==> config.mk <==
export PLATFORM = sky130hd
export DESIGN_NAME = dcp_status_printer
export DESIGN_NICKNAME = d
export VERILOG_FILES = /design/src/rtl/dcp_status_printer.sv
export SDC_FILE = /design/constraint.sdc
export NUM_CORES = 1
export LEC_CHECK = 0
export BUFFER_PORTS_ARGS = -buffer_cell sky130_fd_sc_hd__clkbuf_2
export CAP_MARGIN = 5
export CORE_MARGIN = 3
export CORE_UTILIZATION = 40
export DETAILED_ROUTE_END_ITERATION = 10
export GPL_TIMING_DRIVEN = 0
export PLACE_DENSITY = 0.69
export SYNTH_ARGS = -nofsm -noshare
export SYNTH_HDL_FRONTEND = slang
export SYNTH_SLANG_ARGS = --single-unit
==> constraint.sdc <==
create_clock -name clk -period 33.6 [get_ports clk]
set_clock_uncertainty 0.05 [all_clocks]
set_input_delay 3.36 -clock clk [delete_from_list [all_inputs] [get_ports clk]]
set_output_delay 3.36 -clock clk [all_outputs]
set_load 0.1 [all_outputs]
==> src/rtl/dcp_status_printer.sv <==
// dcp_status_printer
//   Snapshots NCH data words on a start pulse and streams them as one ASCII
//   line over a byte-wide valid/ready transmit port.
//   Each enabled channel is sent as "LABEL=HEX ". The line ends with CR LF.
//
// Ports
//   clk, rst        clock, synchronous active-high reset
//   start           print request, accepted only while idle
//   busy            high while a line is being emitted
//   finish          one-cycle pulse after the LF byte has been taken
//   data            channel words, channel i at data[i*DW +: DW]
//   labels          label characters, channel i at labels[i*LW*8 +: LW*8];
//                   the MSB byte comes first, and 0x00 bytes are skipped
//   chan_mask       per-channel print enable
//   rdy_tx          transmitter ready
//   vld_tx, d_tx    byte being offered to the transmitter
module dcp_status_printer #(
    parameter int NCH = 9,
    parameter int DW  = 32,
    parameter int LW  = 4
) (
    input  logic                clk,
    input  logic                rst,
    input  logic                start,
    output logic                busy,
    output logic                finish,
    input  logic [NCH*DW-1:0]   data,
    input  logic [NCH*LW*8-1:0] labels,
    input  logic [NCH-1:0]      chan_mask,
    input  logic                rdy_tx,
    output logic                vld_tx,
    output logic [7:0]          d_tx
);
    localparam int NDIG = DW / 4;
    localparam int CW   = $clog2(NCH) + 1;
    localparam int LIW  = (LW > 1) ? $clog2(LW) : 1;
    localparam int DIW  = (NDIG > 1) ? $clog2(NDIG) : 1;

    typedef enum logic [2:0] {
        S_IDLE, S_LABEL, S_EQ, S_HEX, S_SEP, S_CR, S_LF, S_DONE
    } state_t;

    // The registers below always describe the byte currently held in d_tx.
    state_t             state_reg;
    logic [CW-1:0]      ch_reg;
    logic [LIW-1:0]     ci_reg;
    logic [DIW-1:0]     di_reg;
    logic [7:0]         d_tx_reg;
    logic               vld_reg, busy_reg, finish_reg;
    logic [NCH*DW-1:0]  data_snap_reg;
    logic [NCH*LW*8-1:0] labels_snap_reg;
    logic [NCH-1:0]     mask_snap_reg;

    // While idle the first byte comes from the live inputs, because the
    // snapshot is loaded on the same edge. After that the snapshot is used.
    logic               use_live;
    logic [NCH*DW-1:0]  src_data;
    logic [NCH*LW*8-1:0] src_labels;
    logic [NCH-1:0]     src_mask;
    logic [7:0]         src_lab [NCH][LW];
    logic [DW-1:0]      src_dat [NCH];

    assign use_live   = (state_reg == S_IDLE);
    assign src_data   = use_live ? data      : data_snap_reg;
    assign src_labels = use_live ? labels    : labels_snap_reg;
    assign src_mask   = use_live ? chan_mask : mask_snap_reg;

    generate
        for (genvar gi = 0; gi < NCH; gi++) begin : g_ch
            assign src_dat[gi] = src_data[gi*DW +: DW];
            for (genvar gj = 0; gj < LW; gj++) begin : g_lab
                assign src_lab[gi][gj] = src_labels[gi*LW*8 + (LW-1-gj)*8 +: 8];
            end
        end
    endgenerate

    logic [CW-1:0]  ch_from, ch_sel, nch;
    logic           ch_found, ent_found, cont_found;
    logic [LIW-1:0] ent_ci, cont_ci, nci;
    logic [DIW-1:0] ndi;
    state_t         nstate;
    logic [7:0]     sel_lab, byte_next;
    logic [DW-1:0]  sel_dat;
    logic [3:0]     nib;
    logic           adv;

    // Find the next position to emit. Disabled channels and zero label bytes
    // are skipped within a single cycle by searching ahead.
    always_comb begin
        ch_from  = use_live ? '0 : ch_reg + 1'b1;
        ch_found = 1'b0;
        ch_sel   = '0;
        for (int c = 0; c < NCH; c++) begin
            if (!ch_found && c >= int'(ch_from) && src_mask[c]) begin
                ch_found = 1'b1;
                ch_sel   = CW'(c);
            end
        end

        // first non-zero label byte of the channel being entered
        ent_found = 1'b0;
        ent_ci    = '0;
        for (int c = 0; c < NCH; c++) begin
            for (int p = 0; p < LW; p++) begin
                if (c == int'(ch_sel) && !ent_found && src_lab[c][p] != 8'h00) begin
                    ent_found = 1'b1;
                    ent_ci    = LIW'(p);
                end
            end
        end

        // next non-zero label byte after the current one
        cont_found = 1'b0;
        cont_ci    = '0;
        for (int c = 0; c < NCH; c++) begin
            for (int p = 0; p < LW; p++) begin
                if (c == int'(ch_reg) && p > int'(ci_reg) && !cont_found &&
                    src_lab[c][p] != 8'h00) begin
                    cont_found = 1'b1;
                    cont_ci    = LIW'(p);
                end
            end
        end

        nstate = state_reg;
        nch    = ch_reg;
        nci    = ci_reg;
        ndi    = di_reg;
        case (state_reg)
            S_IDLE, S_SEP: begin
                if (ch_found) begin
                    nch    = ch_sel;
                    nci    = ent_ci;
                    ndi    = '0;
                    nstate = ent_found ? S_LABEL : S_EQ;
                end else begin
                    nstate = S_CR;
                end
            end
            S_LABEL: begin
                if (cont_found) nci    = cont_ci;
                else            nstate = S_EQ;
            end
            S_EQ: begin
                nstate = S_HEX;
                ndi    = '0;
            end
            S_HEX: begin
                if (int'(di_reg) == NDIG - 1) nstate = S_SEP;
                else                          ndi    = di_reg + 1'b1;
            end
            S_CR:    nstate = S_LF;
            S_LF:    nstate = S_DONE;
            default: nstate = S_IDLE;
        endcase

        // byte for the chosen position
        sel_lab = '0;
        sel_dat = '0;
        for (int c = 0; c < NCH; c++) begin
            if (c == int'(nch)) begin
                sel_dat = src_dat[c];
                for (int p = 0; p < LW; p++) begin
                    if (p == int'(nci)) sel_lab = src_lab[c][p];
                end
            end
        end
        nib = '0;
        for (int k = 0; k < NDIG; k++) begin
            if (k == int'(ndi)) nib = sel_dat[(NDIG-1-k)*4 +: 4];
        end

        case (nstate)
            S_LABEL: byte_next = sel_lab;
            S_EQ:    byte_next = 8'h3D;
            S_HEX:   byte_next = (nib < 4'd10) ? (8'h30 + {4'h0, nib})
                                               : (8'h37 + {4'h0, nib});
            S_SEP:   byte_next = 8'h20;
            S_CR:    byte_next = 8'h0D;
            S_LF:    byte_next = 8'h0A;
            default: byte_next = 8'h00;
        endcase

        adv = (state_reg == S_IDLE && start) || (vld_reg && rdy_tx) ||
              (state_reg == S_DONE);
    end

    always_ff @(posedge clk) begin
        if (rst) begin
            state_reg  <= S_IDLE;
            ch_reg     <= '0;
            ci_reg     <= '0;
            di_reg     <= '0;
            d_tx_reg   <= 8'h00;
            vld_reg    <= 1'b0;
            busy_reg   <= 1'b0;
            finish_reg <= 1'b0;
        end else begin
            if (state_reg == S_IDLE && start) begin
                data_snap_reg   <= data;
                labels_snap_reg <= labels;
                mask_snap_reg   <= chan_mask;
            end
            if (adv) begin
                state_reg  <= nstate;
                ch_reg     <= nch;
                ci_reg     <= nci;
                di_reg     <= ndi;
                d_tx_reg   <= byte_next;
                vld_reg    <= (nstate != S_IDLE) && (nstate != S_DONE);
                busy_reg   <= (nstate != S_IDLE) && (nstate != S_DONE);
                finish_reg <= (nstate == S_DONE);
            end
        end
    end

    assign busy   = busy_reg;
    assign finish = finish_reg;
    assign vld_tx = vld_reg;
    assign d_tx   = d_tx_reg;

endmodule
==> Word level (Yosys, flattened, before mapping) <==
Cells that the tools add are included.
{ "op_classes": {"bitwise": 1, "reduce_logical": 287, "addsub": 4, "n_mux": 223, "eq_ne": 50, "magnitude_cmp": 13} }
{ "ops": {"columns": ["cell", "n"], "rows": [
  ["$mux W288", 2],
  ["$mux W8", 45],
  ["$mux W32", 9],
  ["$reduce_bool A8 Y1", 36],
  ["$logic_and A1 B1 Y1", 171],
  ["$mux W2", 64],
  ["$mux W1", 75],
  ["$logic_not A1 Y1", 69],
  ["$eq A4 B5 Y1 const A", 12],
  ["$pmux W8 S6", 1],
  ["$mux W5", 9],
  ["$mux W4", 8],
  ["$eq A3 B5 Y1 const A", 6],
  ["$eq A3 B3 Y1 const B", 8],
  ["$ge A3 B5 Y1 const A", 4],
  ["$pmux W3 S6", 1],
  ["$eq A2 B5 Y1 const A", 3],
  ["$eq A5 B5 Y1 const A", 3],
  ["$logic_not A5 Y1", 3],
  ["$mux W3", 5],
  ["$add A6 B4 Y7 const A", 2],
  ["$eq A3 B2 Y1 const B", 4],
  ["$eq A3 B3 Y1 const A", 4],
  ["$ge A1 B5 Y1 const A", 2],
  ["24 further kinds", 32]
]} }
{ "totals": {"reg_bits": 608, "inputBits": 589, "out_inout_bits": 11, "elab_cells": 588} }

==> Logic depth before layout (Yosys ltp) <==
{ "depth": {"ltp_word": 229, "depth_mapped": 26} }

==> Worst setup path before layout <==
No wires, ideal clock.
{ "synth_timing": {"path_type": "input to register", "start": "input rst", "end": "register data_snap_reg[0], enable pin", "stages": 3, "path_buffers": 2, "arrival_time_ns": 27.984, "required_time_ns": 32.003, "slack_ns": 4.019, "path_cell_list": "buf_1 clkbuf_1 nor2_1"} }
{ "synth_via": {"elab_chain_len": 2} }
{ "synth_lines": {"columns": ["item", "line_no", "source"], "rows": [
  ["from (decl)", "23", "input logic rst,"],
  ["$not A1 Y1 (no source line)", null, null],
  ["$reduce_and A2 Y1 (no source line)", null, null],
  ["to (signal assigned)", "200", "data_snap_reg <= data;"],
  ["to (decl)", "50", "logic [NCH*DW-1:0] data_snap_reg;"]
]} }
Every way passes these cells.
A chain may end at the register's enable or synchronous reset.

==> Final worst setup path <==
{ "layout_timing": {"start": "input labels[40]", "end": "register d_tx_reg[5] (netlist: d_tx[5])"} }
{ "layout_via": {"elab_chain_len": 169, "elab_cells_between_ends": 326, "cone_classes": "9 x eq/ne; 160 x mux; 157 x reduce/logical"} }
{ "layout_lines": {"columns": ["item", "line_no", "source"], "rows": [
  ["from (decl)", "28", "input logic [NCH*LW*8-1:0] labels,"],
  ["$mux W288 (*)", "65", "assign src_labels = use_live ? labels : labels_snap_reg;"],
  ["$reduce_bool A8 Y1 (*)", "105, 118", null],
  ["$logic_and A1 B1 Y1", "105", "if (c == int'(ch_sel) && !ent_found && src_lab[c][p] != 8'h00) begin"],
  ["$mux W1", "105", null],
  ["$logic_not A1 Y1", "105", null],
  ["$logic_and A1 B1 Y1 (2 in series)", "105", null],
  ["$mux W1", "105", null],
  ["$logic_not A1 Y1", "105", null],
  ["(+143 left out)", null, null],
  ["$mux W8", "161", "if (c == int'(nch)) begin"],
  ["$mux W8 (4 in series)", "164", "if (p == int'(nci)) sel_lab = src_lab[c][p];"],
  ["$mux W8", "161", null],
  ["$mux W8 (4 in series)", "164", null],
  ["$mux W8", "161", null],
  ["$mux W8 (4 in series)", "164", null],
  ["$mux W8", "161", null],
  ["$pmux W8 S6 (*)", "173", "case (nstate)"],
  ["to (signal assigned)", "209", "d_tx_reg <= byte_next;"],
  ["to (decl)", "48", "logic [7:0] d_tx_reg;"]
]} }
Mark *: on every way between the ends. The rest lies on a longest branch, timed or not.

==> impl_metrics.ini <==
[outcome]
status = finished clean

[sta]
min_period_ps = 10240
final_max_slew_viol_count = 0
setup_viol = 0
slew_headroom_pct = 1.46
fmax_mhz = 97.7
hold_viol_final = 0
rsz0062_at_grt = no
finalCritPeriodShare_pct = 30.5
holdWs_ps = 497
worst_pin_slew_ps = 1470
layout_setup_ws_ps = 23360

[drt]
dr_total_vias = 31200
detail_route.drc_violations = 0
drt_iter0_markers = 5660
via_per_inst = 6.90
ant_nets = 0
wl_mm = 168
drt_first_pass_iters = 6
wl_per_cell_um = 37.1

[floorplan]
die-area_um2 = 86600
dieWidth_um = 294
core_area_um2 = 82200
die_y_um = 294
start_util_pct = 40.4
num_rows = 105
ios = 600

[critical_path]
arrival_ps = 10700
worstPathRequired_ps = 34060
cp_cell_sequence = clkbuf_2 > nor4_1 > nand3_1 > a22oi_1 > o22ai_1 > nor4_2 > nand4_1 > o32a_1 > nand3_2 > buf_4 > inv_1 > nor2_1 > buf_2 > a31oi_1 > nor4_1 > nand3_1 > a22o_1
path_delay_family = simple AND/OR/NAND/NOR gates
path_buf_inv = 4
worstSetupPathType = primary input to flop
critPathMaxFanout = 10
r2r_end = d_tx[5]
worst_path_max_delay_cell = nor4_1
worstSetupStartpointType = primary input
r2r_cells = 20
max_stage_delay_ps = 1080
reg2reg_from = state_reg[2]
cp-end-kind = flop
regToRegSetupSlack_ps = 24640

[finish]
final_nets = 3940
seqCellArea_um2 = 18000
multi_input_area_um2 = 14300
fillers = 7487
final_cells = 4529
drive_gt1_share_pct = 31.0
area_growth_pct = 22.1
finalInstanceArea_um2 = 40600

[power_and_ir_drop]
clock_power_share_pct = 17.7
cellPowerDensity_nw_per_um2 = 114
p_switching_mw = 2.35
p_int_mw = 2.26
combPwrFrac_pct = 60.6
switching_share_pct = 51.0
p_leak_nw = 15.0
vdd_drop_max_mv = 0.0568
seqPwrFrac_pct = 21.8

[grt]
grtUsageTotal_pct = 37.5
grt_use_met2_pct = 54.3
met3_usage_pct = 11.5
grt_pass1_vias = 29500
grt_max_degree = 36
top_usage_layer = met2
use_met1_pct = 49.8
grt_pass1_wl_mm = 228
antenna_found_initial = 68
grt-ovfl-total = 0

[clock_tree]
cts_tree = done
clockBufferDepth = 3
cts_hold_buf = 0
ctsResizeCount = 0
cts_buffers = 72
cts_root_buffer = clkbuf_16
clkLatencyLatePin_ps = 650
cts.sinks = 608
clkTransAtPathRegs_ps = 60
post_cts_buffers = 0
cts_htree_levels = 3

[synth]
synthCells = 2649
synth_area_leaders = edfxtp_1 53%, mux4_2 11%, mux2i_1 5.5%
async_reset_ff_share_pct = 0
synth.cell_area_um2 = 33200
synth-seq-cells = 608
synth_warnings = 0
synth_cell_types = 103
synth_top_area_share_pct = 52.9
ys_seq_area_share_pct = 54.2
synth_edf_count = 585
syn-num-nets = 3244
avgSynthCellArea_um2 = 12.5
synth_area_leader_cell = edfxtp_1
ys.flop_type = edfxtp_1

[placement]
place_congestion = 1.02
io_buffers = 598
dp_slack_ps = 23430
hpwl_mm = 130
placed_cell_area_um2 = 38000
dp_cells = 4339

[hold_path]
hp-start = di_reg[2]
min_to = di_reg[2]
min_path_cells = 2
min-delay-path-class = flop to flop

[flow_run]
max_cap_violations = 0
cell usage after synthesis (51+ instances only):
cell type and n:
o21ai_0 93, clkbuf_1 51, mux2i_1 183, a21oi_1 98, buf_2 74, edfxtp_1 585
nand2_1 315, nor4_1 151, nor2_1 124, o22ai_1 57, mux4_2 158, nand3_1 112
cell type report:
class                           count  area share [%]
Multi-Input combinational cell   1849            35.2
Clock inverter                     44            1.21
Buffer                            174            2.20
Antenna cell                       60           0.370
Timing Repair Buffer              622            8.52
Sequential cell                   608            44.4
Clock buffer                       84            4.61
Inverter                           18           0.167
Tap cell                         1070            3.30
through the flow:
stage          power, mW  setup TNS [ps]  util, %
2_1_floorplan       2.57               0        -
3_3_place_gp        3.76        -4298600     45.7
3_5_place_dp        3.64               0     46.2
4_1_cts             4.45               0     49.1
5_1_grt             4.65               0     49.3
6_report            4.61               0     49.3
layer usage:
layer	vias up	share of wire (%)
met1	15400	36
met4	26	7.2
li1	12300	-
met5	-	0.12
met3	629	14
met2	2839	43
cells in the final DEF (no fill, tap or decap), types with 19 or more instances in the layout:
cell	Yosys	routed
a211oi_1	33	33
a21oi_1	98	97
a22oi_1	28	28
a31oi_1	45	45
and3_1	19	19
buf_2	74	77
buf_4	23	23
clkbuf_1	51	58
clkbuf_16	0	73
clkbuf_2	0	602
dfxtp_1	23	23
diode_2	0	60
edfxtp_1	585	585
mux2i_1	183	183
mux4_2	158	158
nand2_1	315	315
nand3_1	112	112
nor2_1	124	123
nor3_1	50	50
nor4_1	151	151
o21ai_0	93	93
o221ai_1	24	24
o22ai_1	57	57
power groups by stage:
stage	Sequential [mW]	Clock [mW]	Combinational, mW
floorplan	1.12	0	1.46
finish	1.00	0.814	2.79
detailed placement	1.02	0	2.63
global placement	1.16	0	2.61
global route	1.01	0.841	2.80
CTS	1.00	0.811	2.64
cells by family after synthesis:
kind of cell / share of synthesized area (%)
xor gates and xnor gates: 0.0527
buffers and inverters: 2.87
adders and majority gates: 0.226
AOI/OAI and AO/OA: 12.8
muxes: 16.6
and+or+nand+nor: 13.2
DFF: 54.2
worst min-delay path, delay by kind of cell (launching register included):
family             cells  cell delay (ps)
and+or+nand+nor        1              110
DFF                    1              340
AOI/OAI and AO/OA      1               50
how the worst max path moves through the flow:
| stage | from | end | slack [ps] | cells after the start |
|---|---|---|---|---|
| floorplan | rst | data_snap_reg[0] | 4020 | 3 |
| global placement | rst | labels_snap_reg[13] | -7410 | 3 |
| detailed placement | labels[40] | d_tx[5] | 23430 | 17 |
| CTS | labels[40] | d_tx[5] | 24070 | 17 |
| global route | labels[40] | d_tx[5] | 23530 | 17 |
| finish | labels[40] | d_tx[5] | 23360 | 17 |
(Power assumes the default switching activity.)
